File: src/rtl/mem_port_arbiter_if.sv
// mem_port_arbiter_if: fetch/data request ports and unified-memory port of the arbiter
interface mem_port_arbiter_if #(parameter int n = 16);
  logic         i_req;
  logic [n-1:0] i_addr;
  logic         i_gnt;
  logic [n-1:0] i_rdata;
  logic         i_valid;
  logic         d_req;
  logic         d_we;
  logic [n-1:0] d_addr;
  logic [n-1:0] d_wdata;
  logic         d_gnt;
  logic [n-1:0] d_rdata;
  logic         d_valid;
  logic         m_en;
  logic         m_we;
  logic [n-1:0] m_addr;
  logic [n-1:0] m_wdata;
  logic [n-1:0] m_rdata;
  logic         busy;
  modport slave (
    input  i_req, i_addr, d_req, d_we, d_addr, d_wdata, m_rdata,
    output i_gnt, i_rdata, i_valid, d_gnt, d_rdata, d_valid, m_en, m_we, m_addr, m_wdata, busy
  );
  modport master (
    output i_req, i_addr, d_req, d_we, d_addr, d_wdata, m_rdata,
    input  i_gnt, i_rdata, i_valid, d_gnt, d_rdata, d_valid, m_en, m_we, m_addr, m_wdata, busy
  );
endinterface

File: src/rtl/mem_port_arbiter.sv
// mem_port_arbiter: shares one single-port memory between fetch and data ports, one transaction at a time.
// Define ARB_ROUND_ROBIN_EN to alternate on contention instead of fixed data priority.
module mem_port_arbiter #(
  parameter int n   = 16,
  parameter int LAT = 2
) (
  input logic clk,
  input logic reset,
  mem_port_arbiter_if.slave bus
);
  typedef enum logic [1:0] {IDLE, ACCESS, WAIT, DONE} state_t;
  localparam logic FETCH = 1'b0;
  localparam logic DATA  = 1'b1;
  localparam logic [3:0] cnt_init = 4'(LAT - 1);
  state_t state, state_n;
  logic [3:0] cnt, cnt_n;
  logic owner, owner_n, wr, wr_n, pick, data_first;
  logic i_gnt, i_gnt_n, d_gnt, d_gnt_n, i_valid, i_valid_n, d_valid, d_valid_n;
  logic m_en, m_en_n, m_we, m_we_n, busy;
  logic [n-1:0] m_addr, m_addr_n, m_wdata, m_wdata_n, i_rdata, i_rdata_n, d_rdata, d_rdata_n;
`ifdef ARB_ROUND_ROBIN_EN
  logic last;
  always_ff @(posedge clk or negedge reset)
    if (!reset) last <= FETCH;
    else if (state == ACCESS) last <= owner;
  assign data_first = last == FETCH;
`else
  assign data_first = 1'b1;
`endif
  // data also wins when it is the only requester
  assign pick = bus.d_req && (data_first || !bus.i_req);
  always_comb begin
    state_n   = state;
    cnt_n     = cnt;
    owner_n   = owner;
    wr_n      = wr;
    i_gnt_n   = 1'b0;
    d_gnt_n   = 1'b0;
    i_valid_n = 1'b0;
    d_valid_n = 1'b0;
    m_en_n    = 1'b0;
    m_we_n    = 1'b0;
    m_addr_n  = m_addr;
    m_wdata_n = m_wdata;
    i_rdata_n = i_rdata;
    d_rdata_n = d_rdata;
    case (state)
      IDLE: if (bus.i_req || bus.d_req) begin
        state_n   = ACCESS;
        owner_n   = pick;
        wr_n      = pick && bus.d_we;
        m_en_n    = 1'b1;
        m_we_n    = pick && bus.d_we;
        m_addr_n  = pick ? bus.d_addr : bus.i_addr;
        m_wdata_n = pick ? bus.d_wdata : m_wdata;
        i_gnt_n   = !pick;
        d_gnt_n   = pick;
      end
      ACCESS: begin
        state_n = WAIT;
        cnt_n   = cnt_init;
      end
      WAIT: if (cnt == 4'd0) begin
        state_n   = DONE;
        i_rdata_n = (owner == FETCH) ? bus.m_rdata : i_rdata;
        d_rdata_n = (owner == DATA && !wr) ? bus.m_rdata : d_rdata;
        i_valid_n = owner == FETCH;
        d_valid_n = owner == DATA;
      end else cnt_n = cnt - 4'd1;
      default: state_n = IDLE;
    endcase
  end
  always_ff @(posedge clk or negedge reset)
    if (!reset) begin
      state   <= IDLE;
      cnt     <= '0;
      owner   <= FETCH;
      wr      <= 1'b0;
      i_gnt   <= 1'b0;
      d_gnt   <= 1'b0;
      i_valid <= 1'b0;
      d_valid <= 1'b0;
      m_en    <= 1'b0;
      m_we    <= 1'b0;
      m_addr  <= '0;
      m_wdata <= '0;
      i_rdata <= '0;
      d_rdata <= '0;
      busy    <= 1'b0;
    end else begin
      state   <= state_n;
      cnt     <= cnt_n;
      owner   <= owner_n;
      wr      <= wr_n;
      i_gnt   <= i_gnt_n;
      d_gnt   <= d_gnt_n;
      i_valid <= i_valid_n;
      d_valid <= d_valid_n;
      m_en    <= m_en_n;
      m_we    <= m_we_n;
      m_addr  <= m_addr_n;
      m_wdata <= m_wdata_n;
      i_rdata <= i_rdata_n;
      d_rdata <= d_rdata_n;
      busy    <= state_n != IDLE;
    end
  assign bus.i_gnt   = i_gnt;
  assign bus.d_gnt   = d_gnt;
  assign bus.i_valid = i_valid;
  assign bus.d_valid = d_valid;
  assign bus.m_en    = m_en;
  assign bus.m_we    = m_we;
  assign bus.m_addr  = m_addr;
  assign bus.m_wdata = m_wdata;
  assign bus.i_rdata = i_rdata;
  assign bus.d_rdata = d_rdata;
  assign bus.busy    = busy;
endmodule

File: src/flat_wrapper.sv
// flat-port wrapper written by rule: the top's interface ports become plain ports
module mem_port_arbiter_flat 
#(
  parameter int n   = 16,
  parameter int LAT = 2
)
  (clk, reset, bus_i_req, bus_i_addr, bus_d_req, bus_d_we, bus_d_addr, bus_d_wdata, bus_m_rdata, bus_i_gnt, bus_i_rdata, bus_i_valid, bus_d_gnt, bus_d_rdata, bus_d_valid, bus_m_en, bus_m_we, bus_m_addr, bus_m_wdata, bus_busy);
  mem_port_arbiter_if #(.n(n)) bus_i ();
  input logic clk;
  input logic reset;
  input wire logic [$bits(bus_i.i_req)-1:0] bus_i_req;
  input wire logic [$bits(bus_i.i_addr)-1:0] bus_i_addr;
  input wire logic [$bits(bus_i.d_req)-1:0] bus_d_req;
  input wire logic [$bits(bus_i.d_we)-1:0] bus_d_we;
  input wire logic [$bits(bus_i.d_addr)-1:0] bus_d_addr;
  input wire logic [$bits(bus_i.d_wdata)-1:0] bus_d_wdata;
  input wire logic [$bits(bus_i.m_rdata)-1:0] bus_m_rdata;
  output wire logic [$bits(bus_i.i_gnt)-1:0] bus_i_gnt;
  output wire logic [$bits(bus_i.i_rdata)-1:0] bus_i_rdata;
  output wire logic [$bits(bus_i.i_valid)-1:0] bus_i_valid;
  output wire logic [$bits(bus_i.d_gnt)-1:0] bus_d_gnt;
  output wire logic [$bits(bus_i.d_rdata)-1:0] bus_d_rdata;
  output wire logic [$bits(bus_i.d_valid)-1:0] bus_d_valid;
  output wire logic [$bits(bus_i.m_en)-1:0] bus_m_en;
  output wire logic [$bits(bus_i.m_we)-1:0] bus_m_we;
  output wire logic [$bits(bus_i.m_addr)-1:0] bus_m_addr;
  output wire logic [$bits(bus_i.m_wdata)-1:0] bus_m_wdata;
  output wire logic [$bits(bus_i.busy)-1:0] bus_busy;
  assign bus_i.i_req = bus_i_req;
  assign bus_i.i_addr = bus_i_addr;
  assign bus_i.d_req = bus_d_req;
  assign bus_i.d_we = bus_d_we;
  assign bus_i.d_addr = bus_d_addr;
  assign bus_i.d_wdata = bus_d_wdata;
  assign bus_i.m_rdata = bus_m_rdata;
  assign bus_i_gnt = bus_i.i_gnt;
  assign bus_i_rdata = bus_i.i_rdata;
  assign bus_i_valid = bus_i.i_valid;
  assign bus_d_gnt = bus_i.d_gnt;
  assign bus_d_rdata = bus_i.d_rdata;
  assign bus_d_valid = bus_i.d_valid;
  assign bus_m_en = bus_i.m_en;
  assign bus_m_we = bus_i.m_we;
  assign bus_m_addr = bus_i.m_addr;
  assign bus_m_wdata = bus_i.m_wdata;
  assign bus_busy = bus_i.busy;
  mem_port_arbiter #(.n(n), .LAT(LAT)) u_core (.clk(clk), .reset(reset), .bus(bus_i));
endmodule
File: config.mk
export PLATFORM = sky130hd
export DESIGN_NAME = mem_port_arbiter_flat
export DESIGN_NICKNAME = d
export VERILOG_FILES = /design/src/rtl/mem_port_arbiter_if.sv /design/src/rtl/mem_port_arbiter.sv /design/src/flat_wrapper.sv
export SDC_FILE = /design/constraint.sdc
export NUM_CORES = 1
export LEC_CHECK = 0
export ABC_AREA = 1
export BUFFER_PORTS_ARGS = -buffer_cell sky130_fd_sc_hd__buf_2
export CAP_MARGIN = 20
export CELL_PAD_IN_SITES_DETAIL_PLACEMENT = 0
export CELL_PAD_IN_SITES_GLOBAL_PLACEMENT = 1
export CORE_MARGIN = 2
export CORE_UTILIZATION = 34
export CTS_CLUSTER_DIAMETER = 120
export DETAILED_ROUTE_END_ITERATION = 6
export PLACE_DENSITY = 0.83
export SLEW_MARGIN = 10
export SYNTH_ARGS = -nofsm -noshare
export SYNTH_HDL_FRONTEND = slang
export SYNTH_SLANG_ARGS = --single-unit
File: constraint.sdc
create_clock -name clk -period 1.65 [get_ports clk]
set_input_delay 0.33 -clock clk [delete_from_list [all_inputs] [get_ports clk]]
set_output_delay 0.33 -clock clk [all_outputs]
set_load 0.01 [all_outputs]
; Word level (Yosys, flattened, before mapping)
; Cells that the tools add are included.
[totals]
register_bits = 79
inputBits = 69
output_inout_bits = 71
elab_cells = 52
[classes]
add_sub_neg = 1
eq_ne = 3
mux = 18
bitwise = 1
n_reduce_logical = 14
[op_table]
columns = op, n
row1 = two-way mux 16 bit, 1
row2 = two-way mux 1 bit, 12
row3 = AND reduction 3 bit, 3
row4 = one-hot mux 4 bit (2 select lines), 1
row5 = one-hot mux 2 bit (3 select lines), 1
row6 = zero test 4 bit, 1
row7 = two-way mux 2 bit, 2
row8 = two-way mux 4 bit, 1
row9 = AND reduction 2 bit, 2
row10 = nonzero test 2 bit, 2
row11 = "subtractor 4 x 1 -> 4 bit, second input constant", 1
row12 = "equality test 2 x 1 -> 1 bit, second input constant", 1
row13 = "equality test 2 bit, second input constant", 1
row14 = logical AND 1 bit, 2
row15 = zero test 1 bit, 2
row16 = zero test 2 bit, 1
row17 = "inequality test 2 bit, second input constant", 1
row18 = logical OR 1 bit, 1
row19 = NOT 1 bit, 1

; Longest topological paths before layout
[logic_depth]
depth_word = 4
ltp_mapped = 8
mapped_depth_nobuf = 7

; Worst setup path after synthesis
; Ideal clock, no wire load.
[synth_timing]
path_type = register to register
startpoint = register u_core.state[0]
endpoint = register u_core.d_rdata[12], in the netlist u_core.bus.d_rdata[12]
setup_time_ns = 0.120
arrival_ns = 1.274
t_required_ns = 1.530
path_slack_ns = 0.257
path_stages_with_launch = 8
n_path_buf = 2
path_cell_list = dfrtp_1 -> inv_1 -> ha_1 -> buf_4 -> nand3_4 -> nor2_8 -> clkbuf_8 -> a21oi_2
[synth_via]
elab_chain_len = 2
[synth_lines]
columns = item, line
row1 = start: declaration, mem_port_arbiter.sv:15  ; state_t state, state_n;
row2 = start signal: assignment, mem_port_arbiter.sv:91  ; state <= state_n;
row3 = equality test 2 bit, mem_port_arbiter.sv:47  ; case (state)
row4 = AND reduction 3 bit (no source line), -
row5 = end signal: assignment, mem_port_arbiter.sv:104  ; d_rdata <= d_rdata_n;
row6 = end: declaration, mem_port_arbiter.sv:20  ; logic [n-1:0] m_addr, m_addr_n, m_wdata, m_wdata_n, i_rdata, i_rdata_n, d_rdata, d_rdata_n;
; No other way between the ends.
; A chain may end at the register's enable or synchronous reset.

; Worst setup path in the final report
[layout_timing]
startpoint = register u_core.state[0]
endpoint = register u_core.i_rdata[8], in the netlist u_core.bus.i_rdata[8]
[layout_via]
elab_chain_len = 2
[layout_lines]
columns = item, line
row1 = equality test 2 bit, mem_port_arbiter.sv:47
row2 = AND reduction 3 bit (no source line), -
row3 = end signal: assignment, mem_port_arbiter.sv:103  ; i_rdata <= i_rdata_n;
row4 = end: declaration, mem_port_arbiter.sv:20
; No other way between the ends.

==> impl_metrics.env <==
export IMPL_drt_initial_drc_count=51
export IMPL_reg2regPathDepth=7
export IMPL_cp_common_cell="buf_4"
export IMPL_clockBufferDepth=2
export IMPL_hold_class="primary input to flip-flop"
export IMPL_routedWlPerCell_um=11.8
export IMPL_ys_seq_elements=79
export IMPL_cts_max_level=3
export IMPL_dp_hpwl_mm=5.69
export IMPL_yosysUniqueCellTypes=29
export IMPL_gr_usage_all_layers_pct=14.7
export IMPL_layout_drive_gt1_share_pct=34.9
export IMPL_cp_cell_sequence="inv_1 > ha_2 > buf_4 > nand4_4 > buf_4 > nand2_1 > o21ai_0"
export IMPL_synth_area_per_cell_um2=9.16
export IMPL_tns_ns=0
export IMPL_num_vias=2818
export IMPL_antenna_found_initial=0
export IMPL_io_buffer_count=139
export IMPL_ys_flop_type="dfrtp_1"
export IMPL_grt_pass1_wl_mm=12.2
export IMPL_die_x_um=103
export IMPL_root_buffer="clkbuf_8"
export IMPL_synthCells=362
export IMPL_path_buf_inv=3
export IMPL_hold_viol_final=0
export IMPL_slowest_stage="dfrtp_1"
export IMPL_setup_violations=0
export IMPL_cp_required_ns=1.87
export IMPL_netlist_area_um2=3320
export IMPL_outcome="complete, no violations"
export IMPL_rows=36
export IMPL_gp_congestion=0.781
export IMPL_criticalPathCategory="flip-flop to flip-flop"
export IMPL_peakVddDrop_mv=0.617
export IMPL_async_flop_share_pct=100
export IMPL_die_h_um=103
export IMPL_start_util_pct=34.4
export IMPL_min_period_over_period_pct=90.1
export IMPL_drtAntennaViolNets=0
export IMPL_drc=0
export IMPL_die_area_um2=10600
export IMPL_via_per_inst=4.33
export IMPL_crit_path_start="u_core.state[0]"
export IMPL_area_delta_synth_final_pct=34.9
export IMPL_rsz0062_at_grt="false"
export IMPL_diodes=0
export IMPL_grt_pass1_vias=2694
export IMPL_syn_nets=437
export IMPL_startpoint_type="flip-flop"
export IMPL_whs_path_depth=2
export IMPL_crit_path_max_fanout=12
export IMPL_slew_limit_headroom_pct=72.7
export IMPL_fillCellCount=977
export IMPL_synth_area_top_cells="dfrtp_1 (60%), nand2_1 (13%), o21ai_0 (5.0%), inv_1 (4.3%), nor2_1 (3.4%)"
export IMPL_grt_max_degree=39
export IMPL_synth_seq_area_share_pct=59.6
export IMPL_yosysWarnings=0
export IMPL_min_period_ns=1.49
export IMPL_nets=588
export IMPL_cp_depth=7
export IMPL_synth_top_cell_area_share_pct=59.6
export IMPL_clkLatencyLatePin_ns=0.35
export IMPL_gr_total_overflow=0
export IMPL_maxCapViolations=0
export IMPL_synth_edf_count=0
export IMPL_slowest_delay_ns=0.38
export IMPL_drt_pass1_iterations=4
export IMPL_clkTransAtPathRegs_ns=0.08
export IMPL_power_density_nw_per_um2=1840
export IMPL_dpl_cell_area_um2=4190
export IMPL_fin_area_um2=4470
export IMPL_core_um2=9640
export IMPL_cts_buffers=9
export IMPL_hp_start="bus_d_req"
export IMPL_timing_rr_start="u_core.state[0]"
export IMPL_slew_viol_final=0
export IMPL_totalWireLength_mm=7.66
export IMPL_p_leak_uw=0.00244
export IMPL_tritoncts="built"
export IMPL_tightest_slew_ns=0.410
export IMPL_cp_top_family="buffers and inverters"
export IMPL_yosysTopAreaCell="dfrtp_1"
export IMPL_arrival_ns=1.70
export IMPL_endpoint_kind="flip-flop"
export IMPL_clock_skew_ns=0.0146
export IMPL_clock_sinks=79
export IMPL_fmax_mhz=673
export IMPL_num_io_pins=140
[final timing paths]
check / slack [ns] / end
max: 0.16 / u_core.bus.i_rdata[8]
min: 0.16 / u_core.bus.i_gnt
max reg2reg: 0.16 / u_core.bus.i_rdata[8]
min reg2reg: 0.48 / u_core.bus.m_wdata[12]
max in group asynchronous: 0.66 / u_core.state[1]
min in group asynchronous: 0.46 / u_core.bus.i_rdata[7]
[through the flow]
step                      hold WS [ns]  util [%]  instances  setup WS, ns  total power [uW]
after floorplan                 0.0344         -        362         0.257              5150
after global placement           0.287      43.4        631         0.117              6410
after detailed placement         0.290      43.4        631       0.00908              6530
after CTS                        0.132      46.1        648        0.0141              8310
after global routing             0.151      46.4        651        0.0286              8900
final                            0.160      46.4        651         0.163              8230
[what timing repair did]
action	CTS	global route
pin swaps	1	2
resized for setup	0	3
buffers inserted	0	2
endpoints found under the setup margin	1	37
endpoints found under the hold margin	28	0
hold buffers	1	0
cloned	0	1
[worst register-to-register path: cells and delay by family (launching register included)]
kind                       cells  cell delay (ns)
buffers and inverters          3             0.46
DFF                            1             0.38
adders and majority gates      1             0.28
and+or+nand+nor                2             0.17
AOI/OAI and AO/OA              1             0.08
[power by group]
part	switching (uW)	internal [uW]
sequential	436	2810
clock	725	1020
combinational	1910	1330
total	3070	5150
[flip-flops by register name, summed over array words and instances (netlist names)]
name and count:
u_core.bus.d_valid 1, u_core.state 2, u_core.wr 1, u_core.bus.m_wdata 16, u_core.bus.i_gnt 1, u_core.owner 1
u_core.bus.i_rdata 16, u_core.bus.i_valid 1, u_core.bus.m_en 1, u_core.bus.d_rdata 16, u_core.bus.busy 1, u_core.bus.m_addr 16
u_core.bus.d_gnt 1, u_core.cnt 4, u_core.bus.m_we 1
[per-layer routing]
| metal | GRT usage (%) | vias to the layer above | part of all wire [%] |
|---|---|---|---|
| met5 | 0 | - | 0 |
| met4 | 7.59 | 0 | 2.2 |
| met3 | 3.80 | 14 | 6.5 |
| met2 | 23.7 | 96 | 46 |
| met1 | 18.4 | 1283 | 45 |
| li1 | - | 1425 | - |
[placed cells by master (no fill, tap or decap), drive strengths merged]
cell / Yosys / final
a21oi: 26 / 26
nand3b: 1 / 1
o21bai: 1 / 1
dfrtp: 79 / 79
dlygate4sd3: 0 / 1
ha: 6 / 6
bufinv: 0 / 3
clkbuf: 5 / 10
nor3: 1 / 1
nor2: 32 / 33
xor2: 1 / 1
o22ai: 1 / 1
nand2: 116 / 116
a21boi: 1 / 1
inv: 39 / 41
buf: 10 / 153
o21ai: 37 / 37
clkinv: 0 / 1
nand3: 5 / 5
nand4: 1 / 1
[cell usage after synthesis, types with 3 or more instances]
cell and number:
a21oi_1 22, a21oi_2 4, buf_2 5, buf_4 4
clkbuf_1 3, dfrtp_1 79, ha_1 6, inv_1 38
nand2_1 114, nand3_1 4, nor2_1 30, o21ai_0 33
o21ai_1 4
[layout make-up]
class	count	area (um2)	share of cell area (%)
sequential	79	1980	44.2
inverter	39	149	3.33
clock inverter	6	116	2.60
multi-input combinational	230	1110	24.8
tap	133	166	3.72
clock buffer	10	128	2.85
timing repair buffer	154	826	18.5
[cells by family (layout without fill, tap and decap cells)]
family	Yosys count	count (layout)	share of synthesized area [%]
adder cells (fa/ha/maj)	6	6	2.26
XOR/XNOR	1	1	0.264
AND/OR/NAND/NOR	156	157	19.9
flip-flops	79	79	59.6
AO/OA/AOI/OAI	66	66	10.6
buffers and inverters	54	209	7.32
Note: power is estimated with default switching activity, not from simulation.
